### src/rtl/aec_expr_tx_pkg.sv
// aec_pkg: token codes, ASCII constants and FSM state encoding shared by the AEC transmitter files.
`default_nettype none
package aec_pkg;

  localparam logic [4:0] CODE_LPAR = 5'd16;
  localparam logic [4:0] CODE_RPAR = 5'd17;
  localparam logic [4:0] CODE_MUL  = 5'd18;
  localparam logic [4:0] CODE_ADD  = 5'd19;
  localparam logic [4:0] CODE_SUB  = 5'd20;
  localparam logic [4:0] CODE_EQ   = 5'd21;
  localparam logic [4:0] CODE_MAX  = CODE_SUB;

  localparam logic [7:0] ASCII_EQ  = 8'd61;

  typedef enum logic [2:0] {
    ST_IDLE       = 3'd0,
    ST_SEND_FIRST = 3'd1,
    ST_SEND       = 3'd2,
    ST_SEND_EQ    = 3'd3,
    ST_WAIT_RES   = 3'd4
  } state_t;

endpackage
`default_nettype wire

### src/rtl/aec_expr_tx_if.sv
// aec_expr_tx_if: host-load, AEC ascii/ready link and result signals of the expression transmitter.
`default_nettype none
interface aec_expr_tx_if;
  logic       load_we;
  logic [4:0] load_code;
  logic       start;
  logic       busy;
  logic       ready;
  logic [7:0] ascii_out;
  logic       valid_in;
  logic [6:0] result_in;
  logic [6:0] result_out;
  logic       done;
  logic       err;
  logic       timeout;

  // master = host sequencer plus the AEC side; slave = the transmitter itself
  modport master (
    output load_we, load_code, start, valid_in, result_in,
    input  busy, ready, ascii_out, result_out, done, err, timeout
  );

  modport slave (
    input  load_we, load_code, start, valid_in, result_in,
    output busy, ready, ascii_out, result_out, done, err, timeout
  );
endinterface
`default_nettype wire

### src/rtl/aec_expr_tx_code2ascii.sv
// aec_code2ascii: combinational token code to ASCII character; unknown codes map to 8'd0.
`default_nettype none
module aec_code2ascii
  import aec_pkg::*;
(
  input  logic [4:0] code,
  output logic [7:0] ascii
);

  always_comb begin
    ascii = 8'd0;
    if (code < 5'd10)       ascii = 8'd48 + {3'b000, code};
    else if (code < 5'd16)  ascii = 8'd87 + {3'b000, code};
    else begin
      case (code)
        CODE_LPAR: ascii = 8'd40;
        CODE_RPAR: ascii = 8'd41;
        CODE_MUL:  ascii = 8'd42;
        CODE_ADD:  ascii = 8'd43;
        CODE_SUB:  ascii = 8'd45;
        CODE_EQ:   ascii = ASCII_EQ;
        default:   ascii = 8'd0;
      endcase
    end
  end

endmodule
`default_nettype wire

### src/rtl/aec_expr_tx.sv
// aec_expr_tx: buffers token codes, streams them as ASCII to AEC with a trailing '=', then captures the result.
// Optional macro AEC_TX_TIMEOUT_EN bounds the result wait to TIMEOUT_CYC cycles.
`default_nettype none
module aec_expr_tx
  import aec_pkg::*;
#(
  parameter int MAX_LEN     = 15,
  parameter int TIMEOUT_CYC = 255
) (
  input  logic         clk,
  input  logic         rst,
  aec_expr_tx_if.slave bus
);

  localparam int CNT_W = $clog2(MAX_LEN + 1);
  localparam int PTR_W = (MAX_LEN > 1) ? $clog2(MAX_LEN) : 1;

  state_t           state, state_nxt;
  logic [4:0]       tok_buf [MAX_LEN];
  logic [CNT_W-1:0] cnt;
  logic [PTR_W-1:0] rd_ptr, rd_nxt;
  logic             start_ok, start_empty, wr_ok, wr_bad, last_tok, got_res, expire;
  logic [4:0]       sel_code;
  logic [7:0]       sel_ascii, ascii_nxt;

  logic             ready_q, busy_q, done_q, err_q;
  logic [7:0]       ascii_q;
  logic [6:0]       result_q;

  // start has priority over a same-cycle load: the token is dropped silently
  always_comb begin
    start_ok    = (state == ST_IDLE) && bus.start && (cnt != '0);
    start_empty = (state == ST_IDLE) && bus.start && (cnt == '0);
    wr_ok       = (state == ST_IDLE) && bus.load_we && !bus.start &&
                  (bus.load_code <= CODE_MAX) && (cnt != CNT_W'(MAX_LEN));
    wr_bad      = (state == ST_IDLE) && bus.load_we && !bus.start && !wr_ok;
    last_tok    = (CNT_W'(rd_ptr) == cnt - CNT_W'(1));
    got_res     = (state == ST_WAIT_RES) && bus.valid_in;
  end

  always_ff @(posedge clk or negedge rst) begin
    if (!rst) begin
      state  <= ST_IDLE;
      rd_ptr <= '0;
    end else begin
      state  <= state_nxt;
      rd_ptr <= rd_nxt;
    end
  end

  always_comb begin
    state_nxt = state;
    rd_nxt    = rd_ptr;
    case (state)
      ST_IDLE: begin
        if (start_ok) begin
          state_nxt = ST_SEND_FIRST;
          rd_nxt    = '0;
        end
      end
      ST_SEND_FIRST, ST_SEND: begin
        if (last_tok) begin
          state_nxt = ST_SEND_EQ;
        end else begin
          state_nxt = ST_SEND;
          rd_nxt    = rd_ptr + 1'b1;
        end
      end
      ST_SEND_EQ:  state_nxt = ST_WAIT_RES;
      ST_WAIT_RES: if (got_res || expire) state_nxt = ST_IDLE;
      default:     state_nxt = ST_IDLE;
    endcase
  end

  // Outputs are registered from the next state so the character lines up with its state
  always_comb begin
    sel_code  = tok_buf[rd_nxt];
    ascii_nxt = 8'd0;
    if ((state_nxt == ST_SEND_FIRST) || (state_nxt == ST_SEND)) ascii_nxt = sel_ascii;
    else if (state_nxt == ST_SEND_EQ)                            ascii_nxt = ASCII_EQ;
  end

  aec_code2ascii u_enc (
    .code  (sel_code),
    .ascii (sel_ascii)
  );

  always_ff @(posedge clk or negedge rst) begin
    if (!rst) begin
      cnt      <= '0;
      ready_q  <= 1'b0;
      ascii_q  <= 8'd0;
      busy_q   <= 1'b0;
      done_q   <= 1'b0;
      err_q    <= 1'b0;
      result_q <= 7'd0;
      for (int i = 0; i < MAX_LEN; i++) tok_buf[i] <= 5'd0;
    end else begin
      ready_q <= (state_nxt == ST_SEND_FIRST);
      ascii_q <= ascii_nxt;
      busy_q  <= (state_nxt != ST_IDLE);
      done_q  <= got_res;
      if (wr_ok) begin
        tok_buf[PTR_W'(cnt)] <= bus.load_code;
        cnt                  <= cnt + 1'b1;
      end
      if (got_res || expire) cnt <= '0;
      if (got_res)     result_q <= bus.result_in;
      else if (expire) result_q <= 7'h7F;
      if (start_ok)                               err_q <= 1'b0;
      else if (wr_bad || start_empty || expire)   err_q <= 1'b1;
    end
  end

`ifdef AEC_TX_TIMEOUT_EN
  localparam int TMO_W = $clog2(TIMEOUT_CYC + 1);
  logic [TMO_W-1:0] tmo_cnt;
  logic             timeout_q;

  // valid_in on the expiry cycle takes precedence over the timeout
  assign expire = (state == ST_WAIT_RES) && !bus.valid_in &&
                  (tmo_cnt == TMO_W'(TIMEOUT_CYC - 1));

  always_ff @(posedge clk or negedge rst) begin
    if (!rst) begin
      tmo_cnt   <= '0;
      timeout_q <= 1'b0;
    end else begin
      timeout_q <= expire;
      if (state == ST_WAIT_RES) tmo_cnt <= tmo_cnt + 1'b1;
      else                      tmo_cnt <= '0;
    end
  end

  assign bus.timeout = timeout_q;
`else
  assign expire      = 1'b0;
  assign bus.timeout = 1'b0;
`endif

  assign bus.ready      = ready_q;
  assign bus.ascii_out  = ascii_q;
  assign bus.busy       = busy_q;
  assign bus.done       = done_q;
  assign bus.err        = err_q;
  assign bus.result_out = result_q;

endmodule
`default_nettype wire

### src/flat_wrapper.sv
// flat-port wrapper written by rule: the top's interface ports become plain ports
module aec_expr_tx_flat import aec_pkg::*;
#(
  parameter int MAX_LEN     = 15,
  parameter int TIMEOUT_CYC = 255
)
  (clk, rst, bus_load_we, bus_load_code, bus_start, bus_valid_in, bus_result_in, bus_busy, bus_ready, bus_ascii_out, bus_result_out, bus_done, bus_err, bus_timeout);
  aec_expr_tx_if bus_i ();
  input  logic clk;
  input  logic rst;
  input wire logic [$bits(bus_i.load_we)-1:0] bus_load_we;
  input wire logic [$bits(bus_i.load_code)-1:0] bus_load_code;
  input wire logic [$bits(bus_i.start)-1:0] bus_start;
  input wire logic [$bits(bus_i.valid_in)-1:0] bus_valid_in;
  input wire logic [$bits(bus_i.result_in)-1:0] bus_result_in;
  output wire logic [$bits(bus_i.busy)-1:0] bus_busy;
  output wire logic [$bits(bus_i.ready)-1:0] bus_ready;
  output wire logic [$bits(bus_i.ascii_out)-1:0] bus_ascii_out;
  output wire logic [$bits(bus_i.result_out)-1:0] bus_result_out;
  output wire logic [$bits(bus_i.done)-1:0] bus_done;
  output wire logic [$bits(bus_i.err)-1:0] bus_err;
  output wire logic [$bits(bus_i.timeout)-1:0] bus_timeout;
  assign bus_i.load_we = bus_load_we;
  assign bus_i.load_code = bus_load_code;
  assign bus_i.start = bus_start;
  assign bus_i.valid_in = bus_valid_in;
  assign bus_i.result_in = bus_result_in;
  assign bus_busy = bus_i.busy;
  assign bus_ready = bus_i.ready;
  assign bus_ascii_out = bus_i.ascii_out;
  assign bus_result_out = bus_i.result_out;
  assign bus_done = bus_i.done;
  assign bus_err = bus_i.err;
  assign bus_timeout = bus_i.timeout;
  aec_expr_tx #(.MAX_LEN(MAX_LEN), .TIMEOUT_CYC(TIMEOUT_CYC)) u_core (.clk(clk), .rst(rst), .bus(bus_i));
endmodule
### config.mk
export PLATFORM = sky130hd
export DESIGN_NAME = aec_expr_tx_flat
export DESIGN_NICKNAME = d
export VERILOG_FILES = /design/src/rtl/aec_expr_tx_pkg.sv /design/src/rtl/aec_expr_tx_if.sv /design/src/rtl/aec_expr_tx_code2ascii.sv /design/src/rtl/aec_expr_tx.sv /design/src/flat_wrapper.sv
export SDC_FILE = /design/constraint.sdc
export NUM_CORES = 1
export LEC_CHECK = 0
export BUFFER_PORTS_ARGS = -buffer_cell sky130_fd_sc_hd__buf_4
export CORE_MARGIN = 1
export CORE_UTILIZATION = 40
export DETAILED_ROUTE_END_ITERATION = 16
export GPL_ROUTABILITY_DRIVEN = 0
export PLACE_DENSITY = 0.62
export SKIP_LAST_GASP = 1
export SLEW_MARGIN = 15
export SYNTH_ARGS = -nofsm -noshare
export SYNTH_HDL_FRONTEND = slang
export SYNTH_SLANG_ARGS = --single-unit
### constraint.sdc
create_clock -name clk -period 4.7 [get_ports clk]
set_input_delay 0.94 -clock clk [delete_from_list [all_inputs] [get_ports clk]]
set_output_delay 0.94 -clock clk [all_outputs]
set_load 0.005 [all_outputs]
After elaboration in Yosys (flattened, before gate mapping)
Index checks and enable logic that the tools add are counted.
- add/subtract/negate cells: 5
- $mul: 0
- div/mod/pow operators: 0
- magnitude comparators: 6
- equality and inequality tests: 15
- shift-type cells: 0
- muxes and demuxes: 22
- bitwise operators: 2
- reduce and logical (&&, ||, !) cells: 21
- operators with widths (operator ; number):
    75-bit bitwise mux ; 1
    6-bit one-hot mux with 6 select lines ; 1
    5-bit == test (second input constant) ; 6
    8-bit 2-to-1 mux ; 3
    5-bit binary-select mux with 4-bit select ; 1
    5-bit demux with 4-bit select ; 1
    4-bit 2-to-1 mux ; 4
    5-bit 2-to-1 mux ; 3
    3-bit by 2-bit == test with 1-bit output (second input constant) ; 4
    3-bit one-hot mux with 4 select lines ; 1
    5-bit >= comparator (second input constant) ; 2
    1-bit logical AND ; 10
    4-bit inverter with 5-bit output ; 2
    4-bit by 1-bit adder with 4-bit output (second input constant) ; 2
    7-bit by 5-bit adder with 8-bit output (first input constant) ; 1
    4-bit one-hot mux with 2 select lines ; 1
    6-bit by 5-bit adder with 7-bit output (first input constant) ; 1
    3-bit by 1-bit == test with 1-bit output (second input constant) ; 2
    3-bit 2-to-1 mux ; 2
    6-bit 2-to-1 mux ; 1
    5-bit <= comparator (second input constant) ; 1
    5-bit by 1-bit < comparator with 1-bit output (second input constant) ; 1
    5-bit by 4-bit < comparator with 1-bit output (second input constant) ; 1
    5-bit < comparator (second input constant) ; 1
    other kinds (13) ; 18
- register bits: 105
- bits in latches: 0
- memory bits (writable): 0
- memory bits (read-only): 0
- bits of input ports: 17
- output and inout bits: 20
- logic and storage cells: 95
- memories kept: 0

Depth between registers and ports, before layout
- word-level depth: 14
- depth in mapped cells: 17
- gate-level depth less buffers: 15

Cells and area by module
From an unflattened synthesis, not the netlist that was laid out.
- cell total of the unflattened synthesis: 419
- area total of the unflattened synthesis: 5273.8 um^2
- modules (own cells, without submodules) (module ; times used ; cells each ; area an instance (um^2) ; sequential area each (um^2)):
    aec_expr_tx ; 1 ; 379 ; 4959.8 ; 2627.5
    aec_code2ascii ; 1 ; 40 ; 314.1 ; 0.0

Least setup slack after synthesis
OpenSTA, ideal clock, no wires.
- kind: in2reg
- start: in bus_start
- end: reg u_core.ascii_q[0], in the netlist u_core.bus.ascii_out[0]
- library setup time: 133 ps
- data arrival time: 3484 ps
- required time: 4567 ps
- slack: 1083 ps
- stages: 12
- path buffers: 1
- cell sequence: or4b_4 > or2_1 > buf_6 > a31oi_4 > mux2_4 > mux4_2 > nor2_1 > a2111oi_4 > o211a_4 > o21a_1 > xnor2_1 > o211ai_2
- longest elaborated chain between the ends: 13
- elaborated cells on any way between the ends: 29
- those cells by class: add/sub (2); order compare (2); eq/ne (9); mux (12); bitwise (1); reduce/logical (3)
- RTL lines (item ; line ; text):
    from (decl) ; flat_wrapper.sv:13 ; input wire logic [$bits(bus_i.start)-1:0] bus_start;
    1-bit logical AND * (2 in a row) ; aec_expr_tx.sv:32 ; start_ok = (state == ST_IDLE) && bus.start && (cnt != '0);
    parallel branches: the longest is 10 deep, another holds 7-bit by 5-bit adder with 8-bit output ; n/a ;
    8-bit 2-to-1 mux * ; aec_expr_tx.sv:79 ; if ((state_nxt == ST_SEND_FIRST) || (state_nxt == ST_SEND)) ascii_nxt = sel_ascii;
    via u_core.ascii_nxt[0] ; aec_expr_tx.sv:24 ; logic [7:0] sel_ascii, ascii_nxt;
    to (signal assigned) ; aec_expr_tx.sv:100 ; ascii_q <= ascii_nxt;
    to (decl) ; aec_expr_tx.sv:27 ; logic [7:0] ascii_q;
Mark *: on every way through the listed nets, which the timed path passes. The select of a mux whose other input is x is not followed.
A chain may end at the register's enable or synchronous reset.

Final worst setup path
- start: reg u_core.cnt[0]
- end: reg u_core.ascii_q[1], in the netlist u_core.bus.ascii_out[1]
- longest elaborated chain between the ends: 13
- elaborated cells on any way between the ends: 31
- those cells by class: add/sub (3); order compare (2); eq/ne (9); mux (13); bitwise (1); reduce/logical (3)
- RTL lines (item ; line ; text):
    from (decl) ; aec_expr_tx.sv:20 ; logic [CNT_W-1:0] cnt;
    from (signal assigned) ; aec_expr_tx.sv:105 ; cnt <= cnt + 1'b1;
    parallel branches: the longest is 12 deep, another holds 7-bit by 5-bit adder with 8-bit output ; n/a ;
    8-bit 2-to-1 mux * ; aec_expr_tx.sv:79 ;
    via u_core.ascii_nxt[1] ; aec_expr_tx.sv:24 ;
Marked as above.

==> flow_summary.ini <==
[power_and_ir_drop]
cell_internal_power_uw = 2624
power.switching_fraction_pct = 44.70
pwr_density_cell_mw_per_mm2 = 794.1
seq_power_share_pct = 27.8
power.switching_uw = 2121
power_leakage_uw = 0.002779
power_frac_clock_pct = 14.7
vdd_drop_max_v = 0.0003385
power_frac_comb_pct = 57.5

[detailed_routing]
initialDrtViolationCount = 242
post_drt_wl_per_cell_um = 18.80
route.vias.total = 3605
detail-route-antenna-nets = 0
detail_route.first_pass.iterations = 5
detailed_route_drc_error_count = 0
vias_per_cell = 5.615
drt-total-wl_um = 12070

[yosys]
synthArstFlopShare_pct = 100.0
netlist_top_cells_area = sky130_fd_sc_hd__dfrtp_1, sky130_fd_sc_hd__mux2_2, sky130_fd_sc_hd__nand2_1
synthFlopType = sky130_fd_sc_hd__dfrtp_1
synthesis.area_mm2 = 0.005359
synthMuxAreaShare_pct = 20.71
postSynthRegisterBits = 104
synth_largest_type_area_fraction_pct = 48.56
synthesis.instances = 440
synth_enable_flop_cells = 0
synth-xor-area-share_pct = 2.335
synth_adder_area_share_pct = 1.167
dominant_combinational_cell_family_by_area_after_synthesis = multiplexers
post_synth_most_frequent_cells = sky130_fd_sc_hd__dfrtp_1, sky130_fd_sc_hd__mux2_2, sky130_fd_sc_hd__nand2_1
synth.most_common_cell = sky130_fd_sc_hd__dfrtp_1
synth_compound_gate_area_share_pct = 12.19
post_synth.cell_area_avg_um2 = 12.18
synth.yosys.seq_area_share_pct = 48.56
yosys.area.top_type = sky130_fd_sc_hd__dfrtp_1
synth_simple_gate_area_share_pct = 10.95
post_synth_num_cell_types = 76
ys_warn_count = 0

[finish]
final_core_util_pct = 46.60
drive_above_1_share_pct = 35.32
design.final.nets = 487
synthToLayoutAreaGrowth_pct = 11.51
fillers = 1165
antenna_cells = 0

[timing]
finalSetupViolCount = 0
maxSlewHeadroom_pct = 35.13
final_period_utilization_pct = 84.82
worst-slew-pin-transition_ps = 973.0
finClkSkew_ps = 5.557
finalSetupTns_ps = 0
hold_violations = 0
finalCriticalPeriod_ps = 3986
rsz0062_at_grt = no
clock.fmax_mhz = 250.9
final_max_slew_viol_count = 0

[clock_tree]
cts_hold_buffers = 0
cts_num_sinks = 104
cts_tree = yes
clock_insertion_delay_worst_skew_ps = 360
cts-resized-gates = 0
clock_path_buffers = 2
clk_transition_reported_paths_ps = 60
post-cts-setup-buffer-count = 0
numCtsBuffers = 9
clock-root-buffer = sky130_fd_sc_hd__clkbuf_16
cts_max_level = 3

[floorplanning]
dieHeight_um = 117.7
die_area_mm2 = 0.01386
placementRows = 41
core_region_area_mm2 = 0.01282
ios = 37
width_of_the_die_um = 117.7
initial_utilization_pct = 41.79

[setup_path]
timing.critical_path.arrival_ps = 4230
critical_path.startpoint_type = flip-flop
worstReg2RegStart = u_core.cnt[0]
worstPathRequired_ps = 4940
crit_fanout = 27
worstSetupEndpointType = flip-flop
worstSetupPathType = reg -> reg
crit_path_start = u_core.cnt[0]

[grt]
vias_in_the_first_global_route = 3537
maximum_number_of_pins_on_one_net_before_global_route_repair = 79
first_pass_grt_wire_length_um = 19870
total_grt_usage_pct = 18.79
antenna_found_initial = 0
gr-total-overflow = 0

[flow_run]
timing.max_cap.violations = 0

[place]
place.detailed.hpwl_um = 8576
io_buffer_count = 34

[min_path]
worst_hold_path_type = reg -> reg
min-delay-start = u_core.tok_buf[59]

[run_status]
run_status = complete, no violations
stage by stage:
step	total power (µW)	area [µm²]	std cells	hold WS [ps]	setup WS, ps
floorplan	3460	5363	441	470.6	1083
global placement	3958	5708	626	482.1	577.5
detailed placement	4031	5708	626	484.5	522.3
CTS	4739	5976	642	499.4	756.5
global route	5064	5976	642	520.1	382.0
finish	4745	5976	642	500.7	713.6
kinds of logic (layout without fill, tap and decap cells):
| kind of cell | count (synthesis) | count (layout) |
|---|---|---|
| DFF | 104 | 104 |
| other | 1 | 2 |
| AOI/OAI and AO/OA | 78 | 78 |
| muxes | 97 | 97 |
| buffers and inverters | 40 | 69 |
| adders and majority gates | 5 | 5 |
| and+or+nand+nor | 104 | 104 |
| xor gates and xnor gates | 11 | 11 |
layout make-up:
| class | instances | area, µm² | share of cell area, % |
|---|---|---|---|
| well taps | 172 | 215.2 | 3.601 |
| inverters | 16 | 67.56 | 1.131 |
| clock inverters | 3 | 17.52 | 0.2931 |
| multi-input cells | 297 | 2545 | 42.59 |
| clock buffers | 13 | 250.2 | 4.188 |
| flip-flops and latches | 104 | 2603 | 43.55 |
| repair buffers | 37 | 277.8 | 4.648 |
flip-flops by register name, indices dropped and copies added, names as in the netlist:
signal                 cells
u_core.bus.result_out      7
u_core.state               3
u_core.bus.err             1
u_core.bus.busy            1
u_core.bus.ready           1
u_core.rd_ptr              4
u_core.bus.ascii_out       7
u_core.cnt                 4
u_core.bus.done            1
u_core.tok_buf            75
worst paths after layout:
check                                            to  slack, ps  cells after the start
min                              u_core.tok_buf[59]        500                      1
max in group asynchronous        u_core.tok_buf[50]       3030                      2
max reg2reg                 u_core.bus.ascii_out[1]        710                     14
min reg2reg                      u_core.tok_buf[59]        500                      1
min in group asynchronous  u_core.bus.result_out[4]        740                      1
max                         u_core.bus.ascii_out[1]        710                     14
critical path: stages (launching register included):
cell and delay [ps]:
sky130_fd_sc_hd__dfrtp_1 470, sky130_fd_sc_hd__inv_1 120, sky130_fd_sc_hd__ha_1 320, sky130_fd_sc_hd__nor3b_1 370
sky130_fd_sc_hd__o22a_1 320, sky130_fd_sc_hd__nand2_1 180, sky130_fd_sc_hd__o211a_1 320, sky130_fd_sc_hd__inv_6 290
sky130_fd_sc_hd__mux4_2 250, sky130_fd_sc_hd__nor2b_1 60, sky130_fd_sc_hd__nor4_4 540, sky130_fd_sc_hd__inv_2 110
sky130_fd_sc_hd__o21ai_1 180, sky130_fd_sc_hd__o21ai_1 90, sky130_fd_sc_hd__a31o_1 230
cells in the final DEF, fill, tap and decap left out, drive strengths merged, types with 5 or more instances in the layout:
cell | Yosys | final
xnor2 | 5 | 5
and3 | 9 | 9
inv | 15 | 15
nand2 | 45 | 45
dfrtp | 104 | 104
nand3 | 12 | 12
xor2 | 5 | 5
a21oi | 11 | 11
clkbuf | 10 | 13
mux2i | 10 | 10
o211ai | 6 | 6
o2111ai | 8 | 8
o21ai | 12 | 12
buf | 14 | 37
a211oi | 5 | 5
ha | 5 | 5
nor2 | 12 | 12
mux2 | 85 | 85
power by group through the flow:
stage / clock network [µW] / logic (µW) / registers, µW
detailed placement: 0 / 2700 / 1340
global placement: 0 / 2630 / 1330
global route: 746 / 2960 / 1350
floorplan: 0 / 2190 / 1270
finish: 695 / 2730 / 1320
CTS: 713 / 2710 / 1320
metal layers:
metal / wire length [µm] / track usage, %
met1: 5636 / 26.32
met2: 5637 / 28.71
met3: 503 / 3.052
met5: 0 / 0
met4: 295 / 8.173
No activity file was read; power rests on OpenSTA's default activity.
